### config.mk
export PLATFORM = sky130hd
export DESIGN_NAME = pipe_tx_data
export DESIGN_NICKNAME = d
export VERILOG_FILES = /design/src/rtl/pipe_tx_data.sv
export SDC_FILE = /design/constraint.sdc
export NUM_CORES = 1
export LEC_CHECK = 0
export CAP_MARGIN = 20
export CORE_MARGIN = 3
export CORE_UTILIZATION = 30
export DETAILED_ROUTE_END_ITERATION = 10
export PLACE_DENSITY_LB_ADDON = 0.08
export SYNTH_ARGS = -nofsm -noshare
export SYNTH_HDL_FRONTEND = slang
export SYNTH_SLANG_ARGS = --single-unit
### constraint.sdc
create_clock -name clk -period 2.2 [get_ports clk]
set_input_delay 0.55 -clock clk [delete_from_list [all_inputs] [get_ports clk]]
set_output_delay 0.55 -clock clk [all_outputs]
set_load 0.02 [all_outputs]
### src/rtl/pipe_tx_data.sv
// PIPE MAC-side transmit datapath: width masking, 128b/130b block framing and
// the once-per-64-beat gearbox stall. All PHY-facing Tx outputs are registered.
module pipe_tx_data #(
  parameter int GEN1_PIPEWIDTH = 8,
  parameter int GEN2_PIPEWIDTH = 16,
  parameter int GEN3_PIPEWIDTH = 32,
  parameter int GEN4_PIPEWIDTH = 8,
  parameter int GEN5_PIPEWIDTH = 8
) (
  input  logic        clk,
  input  logic        reset,
  input  logic [2:0]  GEN,
  input  logic [31:0] MACData,
  input  logic [3:0]  MACDataK,
  input  logic        MACDataValid,
  input  logic [1:0]  MACSyncHeader,
  input  logic        MACElectricalIdle,
  output logic        MACReady,
  output logic [31:0] TxData,
  output logic [3:0]  TxDataK,
  output logic        TxDataValid,
  output logic        TxStartBlock,
  output logic [1:0]  TxSyncHeader,
  output logic        TxElectricalIdle,
  output logic [5:0]  PIPEWIDTH
);

  typedef enum logic [1:0] {
    S_OFF   = 2'd0,
    S_8B    = 2'd1,
    S_130   = 2'd2,
    S_STALL = 2'd3
  } state_t;

  state_t      state_r;
  logic [2:0]  gen_q_r;
  logic [4:0]  beat_cnt_r;
  logic [4:0]  block_cnt_r;

  logic [5:0]  width_s;
  logic [31:0] data_mask_s;
  logic [3:0]  k_mask_s;
  logic [4:0]  last_beat_s;
  logic [4:0]  last_block_s;
  logic        gen_chg_s;
  logic        accept_s;

  function automatic state_t gen_state_f(input logic [2:0] gen);
    state_t st;
    case (gen)
      3'd1, 3'd2:       st = S_8B;
      3'd3, 3'd4, 3'd5: st = S_130;
      default:          st = S_OFF;
    endcase
    return st;
  endfunction

  // Per-rate PIPE width and the derived masks and block/period limits.
  always_comb begin
    width_s      = 6'd0;
    data_mask_s  = 32'h0000_0000;
    k_mask_s     = 4'h0;
    last_beat_s  = 5'd0;
    last_block_s = 5'd0;
    case (GEN)
      3'd1:    width_s = 6'(GEN1_PIPEWIDTH);
      3'd2:    width_s = 6'(GEN2_PIPEWIDTH);
      3'd3:    width_s = 6'(GEN3_PIPEWIDTH);
      3'd4:    width_s = 6'(GEN4_PIPEWIDTH);
      3'd5:    width_s = 6'(GEN5_PIPEWIDTH);
      default: width_s = 6'd0;
    endcase
    // B = 128/W beats per block, N = W/2 blocks per stall period.
    case (width_s)
      6'd8: begin
        data_mask_s  = 32'h0000_00FF;
        k_mask_s     = 4'h1;
        last_beat_s  = 5'd15;
        last_block_s = 5'd3;
      end
      6'd16: begin
        data_mask_s  = 32'h0000_FFFF;
        k_mask_s     = 4'h3;
        last_beat_s  = 5'd7;
        last_block_s = 5'd7;
      end
      6'd32: begin
        data_mask_s  = 32'hFFFF_FFFF;
        k_mask_s     = 4'hF;
        last_beat_s  = 5'd3;
        last_block_s = 5'd15;
      end
      default: begin
        data_mask_s  = 32'h0000_0000;
        k_mask_s     = 4'h0;
        last_beat_s  = 5'd0;
        last_block_s = 5'd0;
      end
    endcase
  end

  assign PIPEWIDTH = width_s;
  assign gen_chg_s = (GEN != gen_q_r);
  assign MACReady  = ((state_r == S_8B) || (state_r == S_130)) &&
                     !MACElectricalIdle && !gen_chg_s;
  assign accept_s  = MACDataValid && MACReady;

  // Control FSM, block/period counters and registered Tx outputs.
  always_ff @(posedge clk or negedge reset) begin
    if (!reset) begin
      state_r          <= S_OFF;
      gen_q_r          <= 3'd0;
      beat_cnt_r       <= 5'd0;
      block_cnt_r      <= 5'd0;
      TxData           <= 32'h0000_0000;
      TxDataK          <= 4'h0;
      TxDataValid      <= 1'b0;
      TxStartBlock     <= 1'b0;
      TxSyncHeader     <= 2'b00;
      TxElectricalIdle <= 1'b0;
    end else begin
      gen_q_r          <= GEN;
      TxElectricalIdle <= MACElectricalIdle;
      if (gen_chg_s) begin
        // Old-rate data is dropped so nothing wider than the new W survives.
        state_r      <= gen_state_f(GEN);
        beat_cnt_r   <= 5'd0;
        block_cnt_r  <= 5'd0;
        TxData       <= 32'h0000_0000;
        TxDataK      <= 4'h0;
        TxDataValid  <= 1'b0;
        TxStartBlock <= 1'b0;
        TxSyncHeader <= 2'b00;
      end else if (MACElectricalIdle) begin
        beat_cnt_r   <= 5'd0;
        block_cnt_r  <= 5'd0;
        TxDataValid  <= 1'b0;
        TxStartBlock <= 1'b0;
        TxSyncHeader <= 2'b00;
        if (state_r == S_STALL) begin
          state_r <= S_130;
        end else begin
          state_r <= state_r;
        end
      end else begin
        case (state_r)
          S_OFF: begin
            TxData       <= 32'h0000_0000;
            TxDataK      <= 4'h0;
            TxDataValid  <= 1'b0;
            TxStartBlock <= 1'b0;
            TxSyncHeader <= 2'b00;
          end
          S_8B: begin
            TxStartBlock <= 1'b0;
            TxSyncHeader <= 2'b00;
            if (accept_s) begin
              TxData      <= MACData & data_mask_s;
              TxDataK     <= MACDataK & k_mask_s;
              TxDataValid <= 1'b1;
            end else begin
              TxDataValid <= 1'b0;
            end
          end
          S_130: begin
            if (accept_s) begin
              TxData       <= MACData & data_mask_s;
              TxDataK      <= 4'h0;
              TxDataValid  <= 1'b1;
              TxStartBlock <= (beat_cnt_r == 5'd0);
              TxSyncHeader <= (beat_cnt_r == 5'd0) ? MACSyncHeader : 2'b00;
              if (beat_cnt_r == last_beat_s) begin
                beat_cnt_r <= 5'd0;
                if (block_cnt_r == last_block_s) begin
                  block_cnt_r <= 5'd0;
                  state_r     <= S_STALL;
                end else begin
                  block_cnt_r <= block_cnt_r + 5'd1;
                end
              end else begin
                beat_cnt_r <= beat_cnt_r + 5'd1;
              end
            end else begin
              TxDataValid  <= 1'b0;
              TxStartBlock <= 1'b0;
              TxSyncHeader <= 2'b00;
            end
          end
          S_STALL: begin
            TxDataValid  <= 1'b0;
            TxStartBlock <= 1'b0;
            TxSyncHeader <= 2'b00;
            state_r      <= S_130;
          end
          default: begin
            state_r      <= S_OFF;
            TxData       <= 32'h0000_0000;
            TxDataK      <= 4'h0;
            TxDataValid  <= 1'b0;
            TxStartBlock <= 1'b0;
            TxSyncHeader <= 2'b00;
          end
        endcase
      end
    end
  end

endmodule

Word-level counts from Yosys, hierarchy flattened
Cells that the tools add are included.

operators by class
  muxes and demuxes = 46
  $add $sub $neg = 2
  divide/modulo/power cells = 0
  equal/unequal tests = 22
  bitwise gates (word level) = 2
  reductions and logical operators = 25
  multiply operators = 0
  shift operators = 0
  order comparisons = 0

operators by type and width
  cell                                                    count
  2-to-1 mux 32 bit                                       3
  one-hot mux 32 bit (3 select lines)                     1
  one-hot mux 32 bit (2 select lines)                     1
  2-to-1 mux 5 bit                                        11
  one-hot mux 4 bit (3 select lines)                      4
  bitwise AND 32 bit                                      1
  2-to-1 mux 2 bit                                        10
  one-hot mux 6 bit (3 select lines)                      1
  2-to-1 mux 4 bit                                        4
  nonzero test 3 bit                                      5
  one-hot mux 2 bit (2 select lines)                      3
  adder 5 x 1 -> 5 bit (second input constant)            2
  equality test 5 bit                                     2
  OR reduction 3 bit                                      3
  inequality test 4 x 3 -> 1 bit (second input constant)  2
  equality test 3 x 2 -> 1 bit (second input constant)    2
  equality test 3 bit (second input constant)             2
  equality test 6 x 4 -> 1 bit (second input constant)    1
  equality test 6 x 5 -> 1 bit (second input constant)    1
  equality test 6 bit (second input constant)             1
  2-to-1 mux 1 bit                                        6
  inequality test 3 x 1 -> 1 bit (second input constant)  2
  inequality test 3 bit (second input constant)           2
  AND reduction 3 bit                                     2
  18 further kinds                                        25

word-level totals
  bits in latches = 0
  memories = 0
  bits in read-only memories = 0
  bits in registers = 56
  memory bits (writable) = 0
  output and inout port bits = 48
  input bits = 45
  logic and storage cells = 107

Longest topological paths before layout
Gate-level depths: netlist (run 1).

  word-level depth = 12
  gate-level depth with buffers = 7
  gate-level depth less buffers = 7

Least setup slack after synthesis (run 1)
OpenSTA, ideal clock, no wires.

  path type = input-to-reg
  start = in GEN[0]
  end = reg block_cnt_r[4]
  stages = 7
  required time = 2.124 ns
  setup time = 0.076 ns
  path buffers = 1
  data arrival time = 2.173 ns
  slack = -0.050 ns
  path through = buf_4 > o21ba_2 > or3_4 > a32oi_4 > a21oi_2 > or4b_1 > o21ai_1

on the way
  cells in the longest elaborated chain, start to end = 12
  elaborated cells between the ends (all ways) = 28
  classes of those cells = eq/ne: 11; mux: 9; reduce/logical: 8

RTL lines
  what                                                                 RTL line  source
  from (decl)                                                          12        input logic [2:0] GEN,
  equality test 3 bit or equality test 3 x 1 -> 1 bit (tied branches)  65        case (GEN)
  OR reduction 3 bit (no line)                                         --
  one-hot mux 6 bit (3 select lines)                                   65
  equality test 6 bit, or another cell as far along                    74        case (width_s)
  one-hot mux 4 bit (3 select lines)                                   74
  equality test 5 bit                                                  174       if (block_cnt_r == last_block_s) begin
  2-to-1 mux 5 bit                                                     174
  2-to-1 mux 5 bit                                                     172       if (beat_cnt_r == last_beat_s) begin
  2-to-1 mux 5 bit                                                     166       if (accept_s) begin
  2-to-1 mux 5 bit                                                     146       case (state_r)
  2-to-1 mux 5 bit                                                     134       end else if (MACElectricalIdle) begin
  2-to-1 mux 5 bit                                                     124       if (gen_chg_s) begin
  to (signal assigned)                                                 178       block_cnt_r <= block_cnt_r + 5'd1;
  to (decl)                                                            38        logic [4:0] block_cnt_r;

Parallel ways exist; a longest one is shown, timed or not. The select of a mux whose other input is x is not followed.
A chain may end at the register's enable or synchronous reset.

Worst setup path in the final report (run 1)
  start = reg beat_cnt_r[4]
  end = reg block_cnt_r[4]

on the way
  cells in the longest elaborated chain, start to end = 3

RTL lines
  what                           RTL line  source
  from (decl)                    37        logic [4:0] beat_cnt_r;
  from (signal assigned)         181       beat_cnt_r <= beat_cnt_r + 5'd1;
  equality test 5 bit            172
  nonzero test 3 bit (no line)   --
  AND reduction 3 bit (no line)  --

No other way between the ends.

==> flow_summary.json, run 1 <==
{
  "clock_skew_ns": 0.008418,
  "clockRootBuffer": "clkbuf_8",
  "synth_mux_area_share_pct": 1.171,
  "port_buffers": 89,
  "cts_tree": "yes",
  "multi_input_area_mm2": 0.001154,
  "fin_util_pct": 49.88,
  "synth.top_cell.area_share_pct": 54.66,
  "grt_pass1_vias": 2183,
  "vias_per_cell": 4.732,
  "syn-cell-area_mm2": 0.002564,
  "max_freq_ghz": 0.4674,
  "final.min_clock_period_ns": 2.140,
  "hold_viol_final": 0,
  "drc": 0,
  "rr_worst_depth": 6,
  "h-tree-depth": 2,
  "cp_max_fo": 5,
  "setup_viol": 0,
  "cap_violations": 0,
  "async_flop_share_pct": 100.0,
  "pwr_density_cell_mw_per_mm2": 543.4,
  "io_pins": 93,
  "crit_required_ns": 2.45,
  "nFillCells": 777,
  "maxSlewViolCount": 0,
  "yosysSeqAreaShare_pct": 54.66,
  "status": "complete, no violations",
  "synthTopCellsByArea": "dfrtp_1 55%, a22o_1 12%, ha_1 3.9%",
  "synthFlopType": "dfrtp_1",
  "yosys.area_share.xor_xnor_pct": 1.708,
  "area_delta_synth_final_pct": 60.66,
  "crit_path_start_kind": "flop",
  "reg2reg_to": "block_cnt_r[4]",
  "cts_buffers": 5,
  "rrSetupSlack_ns": 0.06,
  "wl_per_cell_um": 14.95,
  "vias": 2186,
  "nets": 409,
  "ys_ff_latch": 56,
  "grt_max_degree": 57,
  "ys_warn_count": 0,
  "synth_edf_count": 0,
  "start_util_pct": 31.05,
  "insertedDiodeCount": 0,
  "synthSimpleGateAreaFrac_pct": 14.06,
  "critPathSlowestCell": "or4b_4",
  "hpwl_um": 4945,
  "path_cells": "or3_4 > or3_4 > a32oi_4 > a21oi_4 > or4b_4 > o21ai_1",
  "antenna_found_initial": 0,
  "fp.dieH_um": 98.44,
  "grt_first_pass_wirelength_um": 11520,
  "gp_congestion": 0.7846,
  "clockBufferDepth": 2,
  "rows": 33,
  "die_w_um": 98.44,
  "post-route-period-util_pct": 97.25,
  "synth.largest_area_cell": "dfrtp_1",
  "grt-ovfl-total": 0,
  "cpPeakStageDelay_ns": 0.51,
  "path_buf_inv": 0,
  "drive_above_1_share_pct": 22.69,
  "min_path_type": "input port to async pin",
  "cp-end-kind": "flop",
  "crit_type": "flop to flop",
  "synth_top_family_by_area": "compound AO/OA/AOI/OAI gates",
  "synth_area_per_cell_um2": 11.45,
  "die-area_mm2": 0.009690,
  "yosys.area_share.adder_pct": 3.904,
  "rsz0062_at_grt": "no",
  "cp_common_cell": "or3_4",
  "ctsHoldBuffers": 0,
  "seqCellArea_mm2": 0.001401,
  "setup_ws_ns": 0.06045,
  "antenna_left": 0,
  "r2r-start": "beat_cnt_r[4]",
  "core_mm2": 0.008258,
  "peakVddDrop_v": 0.0002654,
  "p_leak_nw": 1.842,
  "ys_types": 41,
  "place_ws_ns": -0.6457,
  "firstDrtPassIters": 4,
  "first_iter_violations": 91,
  "clock_sinks": 56,
  "path_clk_slew_ns": 0.10,
  "cp_top_family": "simple AND/OR/NAND/NOR gates",
  "totalWireLength_um": 6906,
  "worstSkewPairLatency_ns": 0.32,
  "crit_arrival_ns": 2.39,
  "synth_compound_area_share_pct": 20.64,
  "netlist_instances": 224,
  "grt_use_total_pct": 14.78
}
==> state kept, by name (all words and copies together), names as in the netlist <==
signal            count
TxData               32
TxSyncHeader          2
TxStartBlock          1
TxDataValid           1
gen_q_r               3
TxElectricalIdle      1
state_r               2
block_cnt_r           5
TxDataK               4
beat_cnt_r            5
==> placed cells by master (no fill, tap or decap), types with 4 or more instances in the layout <==
cell,netlist,final
inv_1,9,9
nand3_1,9,7
nor2_1,7,6
clkdlybuf4s50_1,0,81
clkbuf_8,0,5
a22o_1,34,34
buf_4,4,38
or3_1,5,4
nand2b_1,7,7
and2_1,7,7
nand2_1,10,10
a21oi_1,11,9
buf_12,0,4
dfrtp_1,56,56
o21ai_0,10,9
ha_1,8,8
==> where the power goes <==
group / switching (mW) / total, mW / internal, mW
Clock: 0.356 / 0.814 / 0.459
Combinational: 0.178 / 0.375 / 0.197
Sequential: 0.00817 / 1.05 / 1.04
==> per-stage QoR <==
stage	total power, mW	hold WS [ns]	instance area [um2]	std cells	TNS, ns
2_1_floorplan	1.216	0.2544	2589	226	0
3_3_place_gp	1.425	0.4782	3850	443	-13.66
3_5_place_dp	1.424	0.4897	3850	443	-15.03
4_1_cts	2.253	0.2303	4064	458	0
5_1_grt	2.350	0.2368	4119	462	0
6_report	2.238	0.2187	4119	462	0
==> timing repair <==
action / in CTS / in global routing
cloned: 0 / 1
hold endpoints to repair: 0 / 0
setup endpoints to repair: 24 / 10
buffers inserted: 7 / 3
pin swaps: 4 / 7
resized for setup: 23 / 16
==> per-layer routing <==
metal,track usage [%],vias to the layer above,share of wire (%)
met3,3.609,5,5.9
met5,0,-,0
li1,-,1082,-
met2,22.10,64,44
met1,21.44,1035,49
met4,4.097,0,1.1
==> kinds of logic after synthesis <==
family / count (synthesis)
AO/OA/AOI/OAI: 68
AND/OR/NAND/NOR: 63
flip-flops: 56
buffers and inverters: 20
adder cells (fa/ha/maj): 8
XOR/XNOR: 5
multiplexers: 3
other: 1
==> worst reg2reg max path: stages (launching register included) <==
cell and delay (ns):
dfrtp_1 0.43, or3_4 0.34, or3_4 0.35, a32oi_4 0.27, a21oi_4 0.11, or4b_4 0.51, o21ai_1 0.08
==> how the worst max path moves through the flow <==
stage / from / cells past startpoint / slack, ns / to
finish: beat_cnt_r[4] / 6 / 0.06 / block_cnt_r[4]
global route: beat_cnt_r[4] / 6 / 0.02 / block_cnt_r[4]
floorplan: GEN[2] / 7 / 0.008 / block_cnt_r[4]
CTS: GEN[1] / 10 / 0.03 / block_cnt_r[3]
detailed placement: GEN[1] / 6 / -0.65 / MACReady
global placement: GEN[0] / 6 / -0.61 / MACReady
==> layout make-up <==
cell class                 count  share of cell area, %
sequential                    56                  34.02
inverter                       9                 0.8202
tap                          105                  3.190
multi-input combinational    150                  28.01
clock buffer                   5                  1.671
timing repair buffer         134                  30.62
clock inverter                 3                  1.671
==> Yosys cell counts (all sizes together) (2+ instances only) <==
cell type,n
a21oi,12
a22o,34
a32o,2
and2,7
and3,2
buf,8
clkbuf,3
dfrtp,56
ha,8
inv,9
mux2i,3
nand2,10
nand2b,7
nand3,9
nand4,2
nor2,7
nor2b,2
nor3,3
o21ai,11
o21ba,2
or2,2
or3,6
xnor2,5
(Power assumes the default switching activity.)
==> run 2: changes to the inputs <==
--- a/config.mk
+++ b/config.mk
@@ -13,3 +13,4 @@
 export SYNTH_ARGS = -nofsm -noshare
 export SYNTH_HDL_FRONTEND = slang
 export SYNTH_SLANG_ARGS = --single-unit
+export TNS_END_PERCENT = 20
==> run 2 against run 1 <==
Clock-buffer cell count did not move. Non-clock buffer count fell by 4. Core utilization fell by 0.29 points. Sequential power barely moved. Critical endpoint unchanged.
==> flow_summary.json, run 2 (synthesized netlist as in run 1, its figures left out) <==
{
  "worstSkewPairLatency_ns": 0.32,
  "p_leak_nw": 1.829,
  "gr-usage-met3_pct": 3.609,
  "largest_registers": "TxData: 32 flops, beat_cnt_r: 5 flops, block_cnt_r: 5 flops",
  "drive_above_1_share_pct": 20.68,
  "wl_per_cell_um": 14.81,
  "hold_viol_final": 0,
  "pwr_density_cell_mw_per_mm2": 545.7,
  "top_register": "TxData",
  "crit_arrival_ns": 2.41,
  "firstDrtPassIters": 4,
  "drc": 0,
  "grt-ovfl-total": 0,
  "nFillCells": 772,
  "h-tree-depth": 2,
  "grt_busiest_layer": "met2",
  "status": "complete, no violations",
  "rows": 33,
  "fin_cells": 458,
  "area_delta_synth_final_pct": 59.74,
  "seqCellArea_mm2": 0.001401,
  "crit_path_start_kind": "input port",
  "die_w_um": 98.44,
  "cp_max_fo": 8,
  "vias_per_cell": 4.723,
  "crit_type": "input port to flop",
  "hpwl_um": 4945,
  "fp.dieH_um": 98.44,
  "grt_first_pass_wirelength_um": 11520,
  "layout_common_cells": "81 x clkdlybuf4s50_1, 56 x dfrtp_1, 35 x buf_4",
  "layout_commonest_cell": "clkdlybuf4s50_1",
  "maxSlewViolCount": 0,
  "final.min_clock_period_ns": 2.164,
  "clockBufferDepth": 2,
  "r2r-start": "beat_cnt_r[1]",
  "start_util_pct": 31.05,
  "post-place-cells": 443,
  "max_freq_ghz": 0.4620,
  "die-area_mm2": 0.009690,
  "peakVddDrop_v": 0.0002627,
  "met2_usage_pct": 22.10,
  "multi_input_area_mm2": 0.001150,
  "first_iter_violations": 90,
  "post-route-period-util_pct": 98.38,
  "port_buffers": 89,
  "cp-end-kind": "flop",
  "core_mm2": 0.008258,
  "cap_violations": 0,
  "crit_required_ns": 2.45,
  "fin_util_pct": 49.59,
  "nets": 405,
  "rsz0062_at_grt": "yes",
  "grt_max_degree": 57,
  "clock_skew_ns": 0.007585,
  "setup_viol": 0,
  "startpoint": "GEN[0]",
  "fin_tns_setup_ns": 0,
  "clockRootBuffer": "clkbuf_8",
  "path_clk_slew_ns": 0.10,
  "cts_buffers": 5,
  "antenna_found_initial": 0,
  "grt_use_total_pct": 14.78,
  "clock_sinks": 56,
  "insertedDiodeCount": 0,
  "io_pins": 93,
  "vias": 2163,
  "rr_worst_depth": 6,
  "largest_register_ffs": 32,
  "cts_tree": "yes",
  "totalWireLength_um": 6785,
  "use_met1_pct": 21.44,
  "grt_pass1_vias": 2183,
  "antenna_left": 0,
  "gp_congestion": 0.7846,
  "min_path_type": "input port to async pin"
}
==> run 2: layer usage <==
metal	part of all wire [%]	vias up
met5	0	-
met3	6.2	5
li1	-	1074
met1	49	1018
met4	1.1	0
met2	44	66
==> run 2: where the power goes <==
group	total (mW)	switching [mW]	leakage, nW	internal [mW]
clock	0.816	0.357	0.0687	0.459
combinational	0.370	0.176	0.990	0.194
sequential	1.05	0.00818	0.770	1.04
total	2.23	0.541	1.83	1.69
==> run 2: timing repair <==
action / in CTS / in global routing
buffers inserted: 7 / 0
pin swaps: 4 / 2
hold buffers: 0 / 0
gates resized for setup: 23 / 10
endpoints found under the setup margin: 24 / 10
==> run 2: cell type report <==
| class | instances | share of cell area, % |
|---|---|---|
| clock buffer | 5 | 1.680 |
| clock inverter | 3 | 1.680 |
| sequential | 56 | 34.22 |
| timing repair buffer | 130 | 30.31 |
| multi-input combinational | 150 | 28.08 |
| inverter | 9 | 0.8249 |
| tap | 105 | 3.208 |
==> run 2: path summary, 6_finish.rpt <==
path                            slack, ns        endpoint
worst max-delay path                 0.04  block_cnt_r[4]
worst min-delay path                 0.22      TxData[29]
worst max register to register       0.10  block_cnt_r[4]
worst min register to register       0.51      TxDataK[1]
max in group asynchronous            1.73       TxData[9]
min in group clk                     0.40      gen_q_r[1]
==> run 2: worst max-delay path, stage by stage <==
cell and delay, ns:
dlygate4sd2_1 0.27, buf_6 0.15, o21ba_4 0.22, or3_4 0.34, a32oi_4 0.23, a21oi_4 0.10, or4b_1 0.47, o21ai_1 0.08
==> run 2: per-stage QoR <==
stage / hold WS [ns] / setup WS, ns / area (um2) / total power, mW
floorplan: 0.2544 / 0.008392 / 2589 / 1.216
global placement: 0.4782 / -0.6092 / 3850 / 1.425
detailed placement: 0.4897 / -0.6457 / 3850 / 1.424
CTS: 0.2303 / 0.03342 / 4064 / 2.253
global route: 0.2368 / -0.02911 / 4095 / 2.346
finish: 0.2188 / 0.03562 / 4095 / 2.235
